**src/rtl/count_seq_pkg.sv**
```systemverilog
// Shared types and default widths for the count sequencer and its prescaler.
package count_seq_pkg;

    localparam int CNT_W_DFLT = 4;
    localparam int PRE_W_DFLT = 8;

    typedef enum logic [1:0] {
        IDLE   = 2'd0,
        PRE    = 2'd1,
        TICK   = 2'd2,
        SETTLE = 2'd3
    } state_t;

endpackage

```
**src/rtl/count_seq_prescaler.sv**
```systemverilog
// Loadable down-counter that times the idle cycles between counter increments.
module tick_prescaler #(
    parameter int PRE_W = count_seq_pkg::PRE_W_DFLT
) (
    input  logic             clk_i,
    input  logic             rst_i,
    input  logic             load_i,
    input  logic [PRE_W-1:0] load_val_i,
    input  logic             dec_i,
    output logic             zero_o
);

    logic [PRE_W-1:0] cnt_q;
    logic [PRE_W-1:0] cnt_d;

    // Load wins over decrement; decrement never wraps below zero.
    always_comb begin
        cnt_d = cnt_q;
        if (load_i) begin
            cnt_d = load_val_i;
        end else if (dec_i && (cnt_q != '0)) begin
            cnt_d = cnt_q - 1'b1;
        end
    end

    always_ff @(posedge clk_i) begin
        if (rst_i) begin
            cnt_q <= '0;
        end else begin
            cnt_q <= cnt_d;
        end
    end

    assign zero_o = (cnt_q == '0);

endmodule

```
**src/rtl/count_sequencer.sv**
```systemverilog
// Sequences an enable-gated up-counter: prescaled enable pulses, progress measured
// from the counter's own output, one-shot or auto-reload completion.
module count_sequencer
    import count_seq_pkg::*;
#(
    parameter int CNT_W = count_seq_pkg::CNT_W_DFLT,
    parameter int PRE_W = count_seq_pkg::PRE_W_DFLT
) (
    input  logic             clk,
    input  logic             rst,
    input  logic             start,
    input  logic             stop,
    input  logic             auto_reload,
    input  logic [CNT_W-1:0] len,
    input  logic [PRE_W-1:0] prescale,
    input  logic [CNT_W-1:0] cnt_value,
    output logic             cnt_en,
    output logic             busy,
    output logic             done,
    output logic             err,
    output logic [CNT_W-1:0] ticks,
    output logic [1:0]       dbg_state
);

    state_t           state_q, state_d;
    logic [CNT_W-1:0] len_q, len_d;
    logic [PRE_W-1:0] pre_q, pre_d;
    logic             mode_q, mode_d;
    logic [CNT_W-1:0] base_q, base_d;
    logic [CNT_W-1:0] ticks_q, ticks_d;
    logic             cnt_en_q, cnt_en_d;
    logic             done_q, done_d;
    logic             err_q, err_d;
    logic [CNT_W-1:0] delta;
    logic             pre_load;
    logic [PRE_W-1:0] pre_load_val;
    logic             pre_dec;
    logic             pre_zero;

    tick_prescaler #(.PRE_W(PRE_W)) u_prescaler (
        .clk_i      (clk),
        .rst_i      (rst),
        .load_i     (pre_load),
        .load_val_i (pre_load_val),
        .dec_i      (pre_dec),
        .zero_o     (pre_zero)
    );

    // The counter has no clear, so progress is its distance from the run's base.
    assign delta = cnt_value - base_q;

    always_comb begin
        state_d      = state_q;
        len_d        = len_q;
        pre_d        = pre_q;
        mode_d       = mode_q;
        base_d       = base_q;
        ticks_d      = ticks_q;
        cnt_en_d     = 1'b0;
        done_d       = 1'b0;
        err_d        = 1'b0;
        pre_load     = 1'b0;
        pre_load_val = pre_q;
        pre_dec      = 1'b0;
        unique case (state_q)
            IDLE: begin
                if (start) begin
                    if (len != '0) begin
                        len_d        = len;
                        pre_d        = prescale;
                        mode_d       = auto_reload;
                        base_d       = cnt_value;
                        ticks_d      = '0;
                        pre_load     = 1'b1;
                        pre_load_val = prescale;
                        state_d      = PRE;
                    end else begin
                        err_d = 1'b1;
                    end
                end
            end
            PRE: begin
                if (stop) begin
                    state_d = IDLE;
                end else if (pre_zero) begin
                    cnt_en_d = 1'b1;
                    state_d  = TICK;
                end else begin
                    pre_dec = 1'b1;
                end
            end
            TICK: begin
                state_d = stop ? IDLE : SETTLE;
            end
            SETTLE: begin
                // Progress is still recorded when a stop lands on this cycle.
                ticks_d = delta;
                if (stop) begin
                    state_d = IDLE;
                end else if (delta == len_q) begin
                    done_d = 1'b1;
                    if (mode_q) begin
                        base_d   = cnt_value;
                        ticks_d  = '0;
                        pre_load = 1'b1;
                        state_d  = PRE;
                    end else begin
                        state_d = IDLE;
                    end
                end else begin
                    pre_load = 1'b1;
                    state_d  = PRE;
                end
            end
            default: state_d = IDLE;
        endcase
    end

    always_ff @(posedge clk) begin
        if (rst) begin
            state_q  <= IDLE;
            len_q    <= '0;
            pre_q    <= '0;
            mode_q   <= 1'b0;
            base_q   <= '0;
            ticks_q  <= '0;
            cnt_en_q <= 1'b0;
            done_q   <= 1'b0;
            err_q    <= 1'b0;
        end else begin
            state_q  <= state_d;
            len_q    <= len_d;
            pre_q    <= pre_d;
            mode_q   <= mode_d;
            base_q   <= base_d;
            ticks_q  <= ticks_d;
            cnt_en_q <= cnt_en_d;
            done_q   <= done_d;
            err_q    <= err_d;
        end
    end

    assign cnt_en    = cnt_en_q;
    assign busy      = (state_q != IDLE);
    assign done      = done_q;
    assign err       = err_q;
    assign ticks     = ticks_q;
    assign dbg_state = state_q;

endmodule

```
**config.mk**
```make
export PLATFORM = sky130hd
export DESIGN_NAME = count_sequencer
export DESIGN_NICKNAME = d
export VERILOG_FILES = /design/src/rtl/count_seq_pkg.sv /design/src/rtl/count_seq_prescaler.sv /design/src/rtl/count_sequencer.sv
export SDC_FILE = /design/constraint.sdc
export NUM_CORES = 1
export LEC_CHECK = 0
export ABC_AREA = 1
export CORE_ASPECT_RATIO = 0.9
export CORE_UTILIZATION = 30
export CTS_CLUSTER_DIAMETER = 30
export CTS_CLUSTER_SIZE = 25
export DETAILED_ROUTE_END_ITERATION = 10
export SLEW_MARGIN = 20
export SYNTH_ARGS = -nofsm -noshare
export SYNTH_HDL_FRONTEND = slang
export SYNTH_SLANG_ARGS = --single-unit
```
**constraint.sdc**
```tcl
create_clock -name clk -period 2.52 [get_ports clk]
set_input_delay 0.252 -clock clk [delete_from_list [all_inputs] [get_ports clk]]
set_output_delay 0.252 -clock clk [all_outputs]
set_load 0.1 [all_outputs]
```
==> impl_results.md <==
- Final Cell Area: 2370 µm²
- Average wire per standard cell: 11.3 µm
- Most common library cell in the layout ignoring fill and taps: nand2_1
- Clk slew on worst S/H paths: 0.07 ns
- Total CTS buffers: 5
- Full die area: 6420 µm²
- Reg2reg setup slack: 0.28 ns
- CTS H-tree depth: 2
- CTS Buffer Depth: 2
- Worst path required time: 2.74 ns
- Outcome: finished with violations
- EDFF count, synth: 0
- Slew headroom: 0.710
- Inst Count DP: 338
- Final #Nets: 308
- Iter 0 DRT Violations: 96
- CP arrival: 2.57 ns
- Most used flip-flop cell after synthesis: dfxtp_1
- Count of mapped cells out of synthesis: 237
- Vias in the first global route: 1,505
- WL final: 3.93 mm
- Width of the die: 84.3 µm
- Area growth syn-to-layout: 29.7%
- Total GRT Usage: 0.132
- Synth area leader: dfxtp_1
- Crit start category: input port
- Critical path capture point type: flip-flop
- Sequential fraction of the synthesis area: 0.372
- Rows: 26
- Syn. warnings: 0
- Fraction of layout cells with a size suffix above 1: 0.194
- Final Setup Violations: 0
- Overflow after GRT: 0
- Largest net degree at the start of global routing: 19
- Mean Syn Cell Area: 7.72 µm²
- DRC viols: 2
- Top cells by area, synth: dfxtp_1 (37%), nand2_1 (10%), nand3_1 (6.3%), ha_1 (6.2%), nor2_1 (4.3%)
- Clk_skew: 0.00546 ns
- Initial antenna violation count: 0
- Mapped Area: 1830 µm²
- First-pass GRT wire length: 6.84 mm
- Antenna viol nets, final: 0
- Final period utilization: 0.933
- Minimum clock period after layout: 2.35 ns
- Yosys top cell area share: 0.372
- Pwr dens: 893 nW/µm²
- Netlist cell types: 33
- Synthesized flop and latch total: 34
- Worst Max-Slew Pin Slew: 0.433 ns
- GP Congestion: 0.810
- TritonCTS clock tree: done
- Via density: 4.48
- Crit path max fanout: 3
- Root Driver: clkbuf_8
- Layout fillers: 622
- IO buf count: 30
- Worst skew pair latency: 0.29 ns
- Fin. max-slew vios: 0
- Fmax achieved: 425 MHz
- Most frequent cells in the layout: nand2_1 (47), dfxtp_1 (32), nand3_1 (21), nor2_1 (21), clkdlybuf4s50_1 (20)
- Vias: 1,560
- DP Area: 2210 µm²
- # IOs: 31
- Hold Path Class: flip-flop to flip-flop
- Violated checks: DRC
- CTS sink count: 34
- Core ar.: 5790 µm²
- Die Y-Extent: 76.1 µm
- Crit Path Category: input port to flip-flop
- Number of hold violations in the final report: 0
- Pre-antenna DRT Iters: 7
- Final HPWL from detailed placement: 2.93 mm
- Peak VDD IR: 0.359 mV
- Setup TNS: 0 ns
- Lkg Pwr: 1.02 nW
- Starting Density: 0.316
- Post-synth ARST share: 0
- Antenna cells: 0
- Layout Cells excl Fill: 348
- Synth Net Count: 268
- Max-Cap Viols: 0
-- cell usage after synthesis (4+ instances only) --
library cell / n
nor3_1: 6
a21oi_1: 15
ha_1: 9
xnor2_1: 5
nand3_1: 23
inv_1: 20
mux2i_1: 7
nand2_1: 49
nand3_2: 5
nor2_1: 21
xor2_1: 4
dfxtp_1: 34
o21ai_0: 10
-- metrics by stage --
stage / power [W] / util / setup slack [ns] / hold slack (ns)
after floorplan: 0.00140 / - / 0.0950 / 0.327
after global placement: 0.00159 / 0.382 / -0.0527 / 0.452
after detailed placement: 0.00160 / 0.382 / -0.145 / 0.459
after CTS: 0.00211 / 0.402 / 0.151 / 0.469
after global routing: 0.00227 / 0.410 / -0.00271 / 0.501
final: 0.00212 / 0.410 / 0.169 / 0.463
-- metal layers --
metal	vias up	wire (µm)	global-route usage
met3	0	107	0.0314
met5	-	0	0
li1	858	-	-
met2	21	1630	0.180
met4	0	0	0.0559
met1	681	2200	0.196
-- final timing paths --
kind,start,to,cells after the start
worst max-delay path,cnt_value[0],u_prescaler.cnt_q[6],15
worst min-delay path,base_q[2],base_q[2],2
worst min register to register,base_q[2],base_q[2],2
worst max register to register,base_q[0],u_prescaler.cnt_q[6],13
-- cells by family (layout without fill, tap and decap cells) --
family                     count (synthesis)  count (layout)  share of synthesized area
AOI/OAI and AO/OA                         29              29                     0.0854
buffers and inverters                     30              71                     0.0731
adders and majority gates                 10              10                     0.0725
muxes                                      7               7                     0.0383
and+or+nand+nor                          118             118                      0.316
DFF                                       34              34                      0.372
xor gates and xnor gates                   9               9                     0.0431
-- power by group --
part | internal [W] | leakage [nW] | switching [W]
Combinational | 0.000334 | 0.687 | 0.000584
Clock | 0.000294 | 0.0504 | 0.000213
Sequential | 0.000625 | 0.280 | 0.0000699
Total | 0.00125 | 1.02 | 0.000866
-- timing repair --
| action | CTS | global route |
|---|---|---|
| hold buffers | 0 | 0 |
| buffers inserted | 0 | 2 |
| setup endpoints to repair | 0 | 15 |
| gates resized for setup | 0 | 9 |
-- final cells by class --
type	count	area, µm²	area share
Tap cell	70	87.6	0.0369
Timing Repair Buffer	37	340	0.143
Sequential cell	34	683	0.288
Multi-Input combinational cell	173	1050	0.441
Clock buffer	5	68.8	0.0290
Inverter	26	103	0.0432
Clock inverter	3	45.0	0.0190
-- sequential cells by signal, summed over array words and instances (netlist names), 2 cells and up --
| register | cells |
|---|---|
| u_prescaler.cnt_q | 8 |
| pre_q | 8 |
| len_q | 4 |
| dbg_state | 2 |
| base_q | 4 |
| ticks | 4 |
-- critical path, stage by stage --
cell	delay (ns)
clkdlybuf4s50_1	0.47
inv_1	0.05
ha_2	0.17
inv_2	0.06
fa_1	0.44
xnor2_1	0.19
nand3_1	0.10
nor2_2	0.17
nand3_2	0.09
nand2_2	0.11
nand2_4	0.09
buf_4	0.15
nand3_1	0.06
nand2_1	0.07
a21oi_1	0.12
Note: power is estimated with default switching activity, not from simulation.
